--- src/rtl/byte_packer_if.sv ---
// byte_packer_if: groups the byte-stream input handshake and the packed-word
// output handshake of byte_packer.
//   in_valid/in_data/in_last/in_ready : byte stream from producer
//   out_valid/out_data/out_count/out_ready : packed frame to consumer
// Modports:
//   slave  - the packer (receives bytes, emits frames)
//   master - the environment (drives bytes, consumes frames)
interface byte_packer_if #(
    parameter int NBYTES = 32,
    parameter int CW     = 6
);
    logic                  in_valid;
    logic [7:0]            in_data;
    logic                  in_last;
    logic                  in_ready;
    logic                  out_valid;
    logic [8*NBYTES-1:0]   out_data;
    logic [CW-1:0]         out_count;
    logic                  out_ready;

    modport slave (
        input  in_valid, in_data, in_last, out_ready,
        output in_ready, out_valid, out_data, out_count
    );

    modport master (
        output in_valid, in_data, in_last, out_ready,
        input  in_ready, out_valid, out_data, out_count
    );
endinterface

--- src/rtl/byte_packer.sv ---
// byte_packer: collects 8-bit bytes under a valid/ready handshake and packs
// them into one 8*NBYTES-bit word, first byte in the lowest lane. A frame
// closes after NBYTES bytes or on a byte flagged in_last, and is then held
// stable until the consumer takes it.
// Ports:
//   clk   - system clock, rising edge
//   reset - synchronous, active-high reset; discards any partial frame
//   bus   - byte_packer_if.slave (byte input and packed-word output)
module byte_packer #(
    parameter int NBYTES = 32,
    parameter int CW     = 6
) (
    input  logic          clk,
    input  logic          reset,
    byte_packer_if.slave  bus
);
    typedef enum logic {
        FILL = 1'b0,
        HOLD = 1'b1
    } state_t;

    state_t                state_q, state_d;
    logic [8*NBYTES-1:0]   data_q, data_d;
    logic [CW-1:0]         count_q, count_d;

    // Handshake outputs come straight from the state register, so there is
    // no combinational path from in_valid or out_ready.
    assign bus.in_ready  = (state_q == FILL);
    assign bus.out_valid = (state_q == HOLD);
    assign bus.out_data  = data_q;
    assign bus.out_count = count_q;

    always_comb begin
        state_d = state_q;
        data_d  = data_q;
        count_d = count_q;
        case (state_q)
            FILL: begin
                if (bus.in_valid) begin
                    // Lanes not yet written are still zero from the last
                    // clear, so a short frame reads 0 in its unused lanes.
                    for (int k = 0; k < NBYTES; k++) begin
                        if (count_q == CW'(k)) begin
                            data_d[8*k +: 8] = bus.in_data;
                        end
                    end
                    count_d = count_q + CW'(1);
                    // Closing at NBYTES keeps the counter from ever wrapping.
                    if (bus.in_last || (count_q == CW'(NBYTES - 1))) begin
                        state_d = HOLD;
                    end
                end
            end
            HOLD: begin
                if (bus.out_ready) begin
                    state_d = FILL;
                    data_d  = '0;
                    count_d = '0;
                end
            end
            default: begin
                state_d = FILL;
            end
        endcase
    end

    always_ff @(posedge clk) begin
        if (reset) begin
            state_q <= FILL;
            data_q  <= '0;
            count_q <= '0;
        end else begin
            state_q <= state_d;
            data_q  <= data_d;
            count_q <= count_d;
        end
    end
endmodule

--- src/flat_wrapper.sv ---
// flat-port wrapper written by rule: the top's interface ports become plain ports
module byte_packer_flat 
#(
    parameter int NBYTES = 32,
    parameter int CW     = 6
)
  (clk, reset, bus_in_valid, bus_in_data, bus_in_last, bus_out_ready, bus_in_ready, bus_out_valid, bus_out_data, bus_out_count);
  byte_packer_if #(.NBYTES(NBYTES), .CW(CW)) bus_i ();
  input  logic clk;
  input  logic reset;
  input wire logic [$bits(bus_i.in_valid)-1:0] bus_in_valid;
  input wire logic [$bits(bus_i.in_data)-1:0] bus_in_data;
  input wire logic [$bits(bus_i.in_last)-1:0] bus_in_last;
  input wire logic [$bits(bus_i.out_ready)-1:0] bus_out_ready;
  output wire logic [$bits(bus_i.in_ready)-1:0] bus_in_ready;
  output wire logic [$bits(bus_i.out_valid)-1:0] bus_out_valid;
  output wire logic [$bits(bus_i.out_data)-1:0] bus_out_data;
  output wire logic [$bits(bus_i.out_count)-1:0] bus_out_count;
  assign bus_i.in_valid = bus_in_valid;
  assign bus_i.in_data = bus_in_data;
  assign bus_i.in_last = bus_in_last;
  assign bus_i.out_ready = bus_out_ready;
  assign bus_in_ready = bus_i.in_ready;
  assign bus_out_valid = bus_i.out_valid;
  assign bus_out_data = bus_i.out_data;
  assign bus_out_count = bus_i.out_count;
  byte_packer #(.NBYTES(NBYTES), .CW(CW)) u_core (.clk(clk), .reset(reset), .bus(bus_i));
endmodule
--- config.mk ---
export PLATFORM = sky130hd
export DESIGN_NAME = byte_packer_flat
export DESIGN_NICKNAME = d
export VERILOG_FILES = /design/src/rtl/byte_packer_if.sv /design/src/rtl/byte_packer.sv /design/src/flat_wrapper.sv
export SDC_FILE = /design/constraint.sdc
export NUM_CORES = 1
export LEC_CHECK = 0
export BUFFER_PORTS_ARGS = -buffer_cell sky130_fd_sc_hd__buf_2
export CORE_AREA = 2 2 171 173
export CTS_CLUSTER_DIAMETER = 200
export DETAILED_ROUTE_END_ITERATION = 16
export DIE_AREA = 0 0 173 175
export PLACE_DENSITY = 0.6
export SETUP_SLACK_MARGIN = 0.4
export SLEW_MARGIN = 5
export SYNTH_ARGS = -nofsm -noshare
export SYNTH_HDL_FRONTEND = slang
export SYNTH_SLANG_ARGS = --single-unit
--- constraint.sdc ---
create_clock -name clk -period 1.5 [get_ports clk]
set_clock_uncertainty 0.1 [all_clocks]
set_input_delay 0.3 -clock clk [delete_from_list [all_inputs] [get_ports clk]]
set_output_delay 0.3 -clock clk [all_outputs]
set_load 0.01 [all_outputs]
# Word level (Yosys, flattened, before mapping)
# Index checks and enable logic that the tools add are counted.
[word_totals] reg_bits=263 input_bits=13 out_inout_bits=264
[op_classes] addsub=1 n_eq_ne=65 muxes=42 n_bitwise=1 reduce_logical=35
[op_table] cell="$mux W256" count=2
[op_table] cell="$pmux W256 S2" count=1
[op_table] cell="$mux W8" count=32
[op_table] cell="$eq A6 B5 Y1 const B" count=16
[op_table] cell="$reduce_and A3 Y1" count=32
[op_table] cell="$ne A2 B1 Y1 const B" count=32
[op_table] cell="$eq A6 B4 Y1 const B" count=8
[op_table] cell="$eq A6 B3 Y1 const B" count=4
[op_table] cell="$eq A6 B2 Y1 const B" count=2
[op_table] cell="$mux W6" count=2
[op_table] cell="$pmux W6 S2" count=1
[op_table] cell="$add A6 B1 Y6 const B" count=1
[op_table] cell="$eq A6 B1 Y1 const B" count=1
[op_table] cell="$logic_not A6 Y1" count=1
[op_table] cell="$ne A2 B2 Y1 const B" count=2
[op_table] cell="$mux W1" count=3
[op_table] cell="$pmux W1 S2" count=1
[op_table] cell="$reduce_and A2 Y1" count=1
[op_table] cell="$logic_or A1 B1 Y1" count=1
[op_table] cell="$not A1 Y1" count=1

# Longest topological paths before layout
# Gate-level depths: netlist of run 1.
[logic_depth] word_depth=5 depth_mapped=6 mapped_depth_nobuf=5

# Worst setup path before layout of run 1
# OpenSTA, ideal clock, no wires.
[synth_timing] path_type="reg2reg" start="register u_core.count_q[0], in the netlist u_core.bus.out_count[0]" end="register u_core.data_q[216], in the netlist u_core.bus.out_data[216]" arrival_time_ns=1.480 t_required_ns=1.268 slack_ns=-0.213 stages_incl_launch_ff=5 path_buffers=0 period_less_slack_ns=1.713 cell_sequence="dfxtp_1 ha_1 nor3b_2 nand2_1 mux2i_1"
[synth_via] elab_chain_cells=3
[synth_lines] item="from (decl)" line_no="byte_packer.sv:24" rtl="logic [CW-1:0] count_q, count_d;"
[synth_lines] item="from (signal assigned)" line_no="byte_packer.sv:75" rtl="count_q <= count_d;"
[synth_lines] item="$eq A6 B5 Y1" line_no="byte_packer.sv:43" rtl="if (count_q == CW'(k)) begin"
[synth_lines] item="$ne A2 B1 Y1 (no source line)"
[synth_lines] item="$reduce_and A3 Y1 (no source line)"
[synth_lines] item="to (signal assigned)" line_no="byte_packer.sv:74" rtl="data_q <= data_d;"
[synth_lines] item="to (decl)" line_no="byte_packer.sv:23" rtl="logic [8*NBYTES-1:0] data_q, data_d;"
# Every way passes these cells.
# A chain may end at the register's enable or synchronous reset.

# Final worst setup path of run 1
[layout_timing] start="register u_core.state_q, in the netlist u_core.bus.out_valid" end="register u_core.data_q[17], in the netlist u_core.bus.out_data[17]"
[layout_via] elab_chain_cells=3 word_cells_on_any_way=6 cone_classes="eq/ne (3); mux (1); bitwise (1); reduce/logical (1)"
[layout_lines] item="from (decl)" line_no="byte_packer.sv:22" rtl="state_t state_q, state_d;"
[layout_lines] item="from (signal assigned)" line_no="byte_packer.sv:73" rtl="state_q <= state_d;"
[layout_lines] item="$not A1 Y1" line_no="byte_packer.sv:37" rtl="case (state_q)"
[layout_lines] item="$ne A2 B1 Y1 (no source line) / $ne A2 B2 Y1 (equally long branches)"
[layout_lines] item="$reduce_and A3 Y1 (no source line)"
# Parallel ways exist; a longest one is shown, timed or not.

==> results.toml, run 1 <==
[detailed_routing]
drt_wl_total_um = 36300
via_per_inst = 4.79
drtPass1Iterations = 5
first_iter_violations = 432
ant_nets = 0
vias = 8654
wl_per_cell_um = 20.1
drcViolationCount = 0

[global_routing]
grt_usage = 0.198
grt_max_degree = 31
first_global_vias = 7869
grt_pass1_wl_um = 47200
grt_antenna_before_repair = 1
grt_overflow = 0

[setup_path]
worstSetupPathType = "register to register"
endpoint_kind = "register"
cp.required_ns = 1.86
path_max_fanout = 8
startpoint_type = "register"
worstPathArrival_ns = 2.12

[logic_synthesis]
synth_warnings = 0
yosysSeqAreaShare = 0.534
syn_nets = 952
async_flop_share = 0
synth_edf_count = 0
ys_seq_elements = 263
synth_top_area_share = 0.534
synth_ff_type = "dfxtp_1"
netlist_area_sq_um = 9850
syn_inst = 935
syn_area_per_cell_sq_um = 10.5
synth_cell_types = 37
yosysTopAreaCell = "dfxtp_1"
synthTopCellsByArea = "dfxtp_1, mux2i_1, nand2_1"

[flow_run]
maxCapViolations = 0

[die]
die_h_um = 175
dieArea_sq_um = 30300
start_util = 0.347
rows = 62
core-area_sq_um = 28400
die_x_um = 173
io_pins = 277

[timing]
worstMarginPinSlew_ns = 0.288
fmax_mhz = 566
fin_tns_setup_ns = -35.90
hold_viol = 0
worst_slack_ns = -0.266
slew_headroom = 0.808
setup_viol = 266
fin_crit_sh = 1.18
fin_crit_ns = 1.77
hold_ws_ns = 0.0780
rsz0062_at_grt = "yes"
maxSlewViolCount = 0

[clock_tree]
root_buffer = "clkbuf_16"
clkTransAtPathRegs_ns = 0.07
cts_tree = "built"
clkLatencyLatePin_ns = 0.56
cts_max_level = 1
cts_buffer_depth = 3
cts_sinks = 263
numCtsBuffers = 28

[finish]
final_util = 0.617
drive_gt1_frac = 0.659
areaGrowthSynthToFinish_pct = 77.9
fillers = 2173
stdcell_count = 1808
final_cell_mix = "mux2i_1, buf_6, dfxtp_2"
fin_nets = 1421
layout_commonest_cell = "mux2i_1"

[placement]
place_ws_ns = -0.143
gp_congestion = 0.794
dp_hpwl_um = 20400
port-buffer-count = 276
dp.cells = 1614

[power]
ir_drop_mv = 0.763
p_leak_nw = 8.60
cellPowerDensity_nw_per_um2 = 886

[worst_hold_path]
hp-class = "primary input to register"

[run_status]
violations = "setup timing"
status = "finished, violations left"
## layout make-up
cell class | instances | area (sq um) | area share
sequential | 263 | 5510 | 0.315
timing repair buffer | 507 | 5340 | 0.305
multi-input combinational | 600 | 5260 | 0.300
clock buffer | 37 | 764 | 0.0436
tap | 384 | 480 | 0.0274
clock inverter | 12 | 138 | 0.00785
inverter | 4 | 20.0 | 0.00114
antenna | 1 | 2.50 | 0.000143
## registers in the layout, summed over array words and instances (netlist names)
register,cells
u_core.bus.out_data,256
u_core.bus.out_valid,1
u_core.bus.out_count,6
## worst paths after layout
| path | start | endpoint | slack, ns | cells past startpoint |
|---|---|---|---|---|
| worst max-delay path | u_core.bus.out_valid | u_core.bus.out_data[17] | -0.27 | 9 |
| worst min-delay path | reset | u_core.bus.out_count[4] | 0.08 | 3 |
| worst min register to register | u_core.bus.out_data[217] | u_core.bus.out_data[217] | 0.36 | 2 |
| worst max register to register | u_core.bus.out_valid | u_core.bus.out_data[17] | -0.27 | 9 |
## routing by layer
| layer | track usage | part of all wire | routed length, um | vias to the layer above |
|---|---|---|---|---|
| met5 | 0 | 0 | 0 | - |
| met4 | 0.0523 | 0.028 | 1020 | 0 |
| met3 | 0.0557 | 0.065 | 2360 | 67 |
| met2 | 0.334 | 0.49 | 18000 | 275 |
| met1 | 0.250 | 0.41 | 15000 | 4240 |
| li1 | - | - | - | 4072 |
## report_power, final
part / internal (mW) / switching, mW
logic: 0.777 / 0.792
clock network: 3.94 / 2.97
registers: 7.00 / 0.0400
## cells in the mapped netlist, drive strengths merged, types with 2 or more instances
cell type and instances:
a211oi 2, a21oi 6, buf 35, clkbuf 33, dfxtp 263, ha 4
inv 4, mux2i 249, nand2 275, nand3b 5, nand4bb 2, nor2 20
nor2b 2, nor3b 4, o211ai 9, o21ai 9, o41ai 2
## metrics by stage
| step | power [mW] | cell area (sq um) |
|---|---|---|
| 2_1_floorplan | 7.68 | 10200 |
| 3_3_place_gp | 8.13 | 12700 |
| 3_5_place_dp | 8.13 | 12700 |
| 4_1_cts | 15.1 | 14200 |
| 5_1_grt | 16.0 | 17500 |
| 6_report | 15.5 | 17500 |
## critical path, cell delays in order (launching register included)
cell	delay, ns
dfxtp_4	0.36
buf_8	0.12
buf_12	0.13
a21oi_4	0.16
buf_6	0.13
buf_6	0.11
clkbuf_16	0.15
clkbuf_16	0.16
nand2_4	0.05
mux2i_1	0.20
## timing repair
item                                    4_1_cts  5_1_grt
gates cloned                                  8       19
setup buffers                                15      100
hold buffers                                  2        0
endpoints found under the setup margin      527      527
endpoints found under the hold margin         2        0
pin swaps                                     5      147
resized for setup                            52      617
## cells by family after synthesis
kind of cell,Yosys count,synth area share
flops,263,0.534
buf+inv,72,0.0330
simple gates,318,0.155
fa+ha+maj,4,0.00508
mux,249,0.253
compound gates,29,0.0190
Note: power is estimated with default switching activity, not from simulation.
==> run 2, diff against run 1 <==
--- a/config.mk
+++ b/config.mk
@@ -10,7 +10,8 @@
 export CTS_CLUSTER_DIAMETER = 200
 export DETAILED_ROUTE_END_ITERATION = 16
 export DIE_AREA = 0 0 173 175
-export PLACE_DENSITY = 0.6
+export PLACE_DENSITY = 0.58
+export REMOVE_ABC_BUFFERS = 1
 export SETUP_SLACK_MARGIN = 0.4
 export SLEW_MARGIN = 5
 export SYNTH_ARGS = -nofsm -noshare
==> constraint.sdc (replaced) <==
create_clock -name clk -period 1.94 [get_ports clk]
set_clock_uncertainty 0.1 [all_clocks]
set_input_delay 0.388 -clock clk [delete_from_list [all_inputs] [get_ports clk]]
set_output_delay 0.388 -clock clk [all_outputs]
set_load 0.01 [all_outputs]
==> run 2 against run 1 <==
The flow now finishes without violations. Flip-flop and latch count did not move. Die area did not move. Worst setup slack improved by 0.45 ns. Sequential power fell by 23%. Total power fell by 21%. Combinational power fell by 21%. Non-clock buffer count fell by 80. Clock power fell by 20%. Worst hold slack got worse by 0.036 ns. Critical path depth rose by 1. Global-route usage rose by 0.69 points. Largest power group is now the clock network.
==> results.toml, run 2 (same netlist as run 1, synthesis figures left out) <==
[run_status]
status = "finished clean"

[global_routing]
grt_max_degree = 38
first_global_vias = 7994
grt_overflow = 0
grt_usage = 0.205
grtUsageMet2 = 0.350
grt_util_met1 = 0.262
grt_pass1_wl_um = 48800
grt_antenna_before_repair = 3
grt.met3_usage = 0.0494
busiest_layer = "met2"

[placement]
dp_hpwl_um = 18800
place_ws_ns = -0.00760
place_area_sq_um = 11900
port-buffer-count = 276
gp_congestion = 0.733

[finish]
drive_gt1_frac = 0.603
fillers = 2366
layout_commonest_cell = "mux2i_1"
design_area_sq_um = 16200
areaGrowthSynthToFinish_pct = 64.9
final_cell_mix = "mux2i_1, buf_2, dfxtp_1"
final_util = 0.572
largest_reg_flops = 256
fin_nets = 1341

[timing]
fin_crit_sh = 0.904
fin_tns_setup_ns = 0
slew_headroom = 0.791
worst_slack_ns = 0.186
maxSlewViolCount = 0
fmax_mhz = 570
worstMarginPinSlew_ns = 0.314
hold_viol = 0
setup_viol = 0
rsz0062_at_grt = "yes"
fin_crit_ns = 1.75

[setup_path]
startpoint_type = "register"
path_max_fanout = 5
critPathBufInv = 7
worstSetupPathType = "register to register"
worstPathArrival_ns = 2.11
crit_chain = "buf_6, buf_6, a21oi_4, buf_6, buf_12, buf_12, buf_12, clkbuf_16, nand2_4, mux2i_1"
cp_slowest_cell = "dfxtp_2"
cp.required_ns = 2.30
slowest_delay_ns = 0.34
critPathTopFamily = "buffers and inverters"
endpoint_kind = "register"

[clock_tree]
clkLatencyLatePin_ns = 0.54
root_buffer = "clkbuf_16"
cts_max_level = 1
cts_tree = "built"
clkTransAtPathRegs_ns = 0.06
cts_buffer_depth = 3
cts_sinks = 263
numCtsBuffers = 28

[die]
die_x_um = 173
rows = 62
core-area_sq_um = 28400
die_h_um = 175
dieArea_sq_um = 30300
io_pins = 277
start_util = 0.347

[worst_hold_path]
hp-class = "primary input to register"

[power]
cellPowerDensity_nw_per_um2 = 753
p_total_mw = 12.2
ir_drop_mv = 0.577
p_leak_nw = 8.33

[detailed_routing]
first_iter_violations = 320
ant_nets = 0
drcViolationCount = 0
via_per_inst = 4.79
drtPass1Iterations = 4
drt_wl_total_um = 33700
wl_per_cell_um = 19.5
vias = 8272

[flow_run]
maxCapViolations = 0
run 2: cell types whose count changed in the layout (fill, tap and decap cells not counted), moves of 5 or more:
cell | before | now
nand2_2 | 94 | 110
clkbuf_8 | 3 | 8
buf_4 | 131 | 74
buf_2 | 100 | 222
dfxtp_1 | 87 | 161
buf_6 | 199 | 46
nand2_1 | 108 | 78
buf_16 | 7 | 22
nand2_4 | 65 | 85
clkbuf_16 | 45 | 40
nand2_8 | 8 | 2
dfxtp_2 | 165 | 91
run 2: worst paths after layout:
path / start / end / slack, ns / depth (start not counted)
min reg2reg: u_core.bus.out_data[177] / u_core.bus.out_data[177] / 0.35 / 2
max: u_core.bus.out_valid / u_core.bus.out_data[75] / 0.19 / 10
min: bus_in_last / u_core.bus.out_valid / 0.04 / 3
max reg2reg: u_core.bus.out_valid / u_core.bus.out_data[75] / 0.19 / 10
run 2: through the flow:
stage,hold WS (ns),instances
2_1_floorplan,0.357,867
3_3_place_gp,0.339,1565
3_5_place_dp,0.343,1565
4_1_cts,0.0329,1680
5_1_grt,0.0572,1725
6_report,0.0422,1726
run 2: worst register-to-register path, stage by stage, from the launching register on:
cell       delay [ns]
dfxtp_2          0.34
buf_6            0.13
buf_6            0.11
a21oi_4          0.19
buf_6            0.13
buf_12           0.11
buf_12           0.12
buf_12           0.11
clkbuf_16        0.15
nand2_4          0.05
mux2i_1          0.14
run 2: layout make-up:
type	count	area, sq um	share of cell area
Antenna cell	1	2.50	0.000154
Clock buffer	43	858	0.0528
Clock inverter	4	95.1	0.00585
Inverter	4	20.0	0.00123
Multi-Input combinational cell	600	5310	0.327
Sequential cell	263	5420	0.334
Tap cell	384	480	0.0296
Timing Repair Buffer	427	4070	0.250
run 2: what timing repair did:
item | CTS | global route
hold buffers | 0 | 0
endpoints found under the setup margin | 274 | 371
gates cloned | 20 | 14
gates resized for setup | 106 | 433
buffers inserted | 48 | 31
pin swaps | 18 | 163
run 2: power by group:
part	total [mW]	switching, mW	internal [mW]
logic	1.24	0.632	0.609
clock network	5.56	2.16	3.41
registers	5.44	0.0212	5.41
run 2: metal layers:
metal	vias to the layer above	wire (um)
li1	3939	-
met1	4008	14200
met2	263	16500
met3	58	2260
met4	4	731
met5	-	27
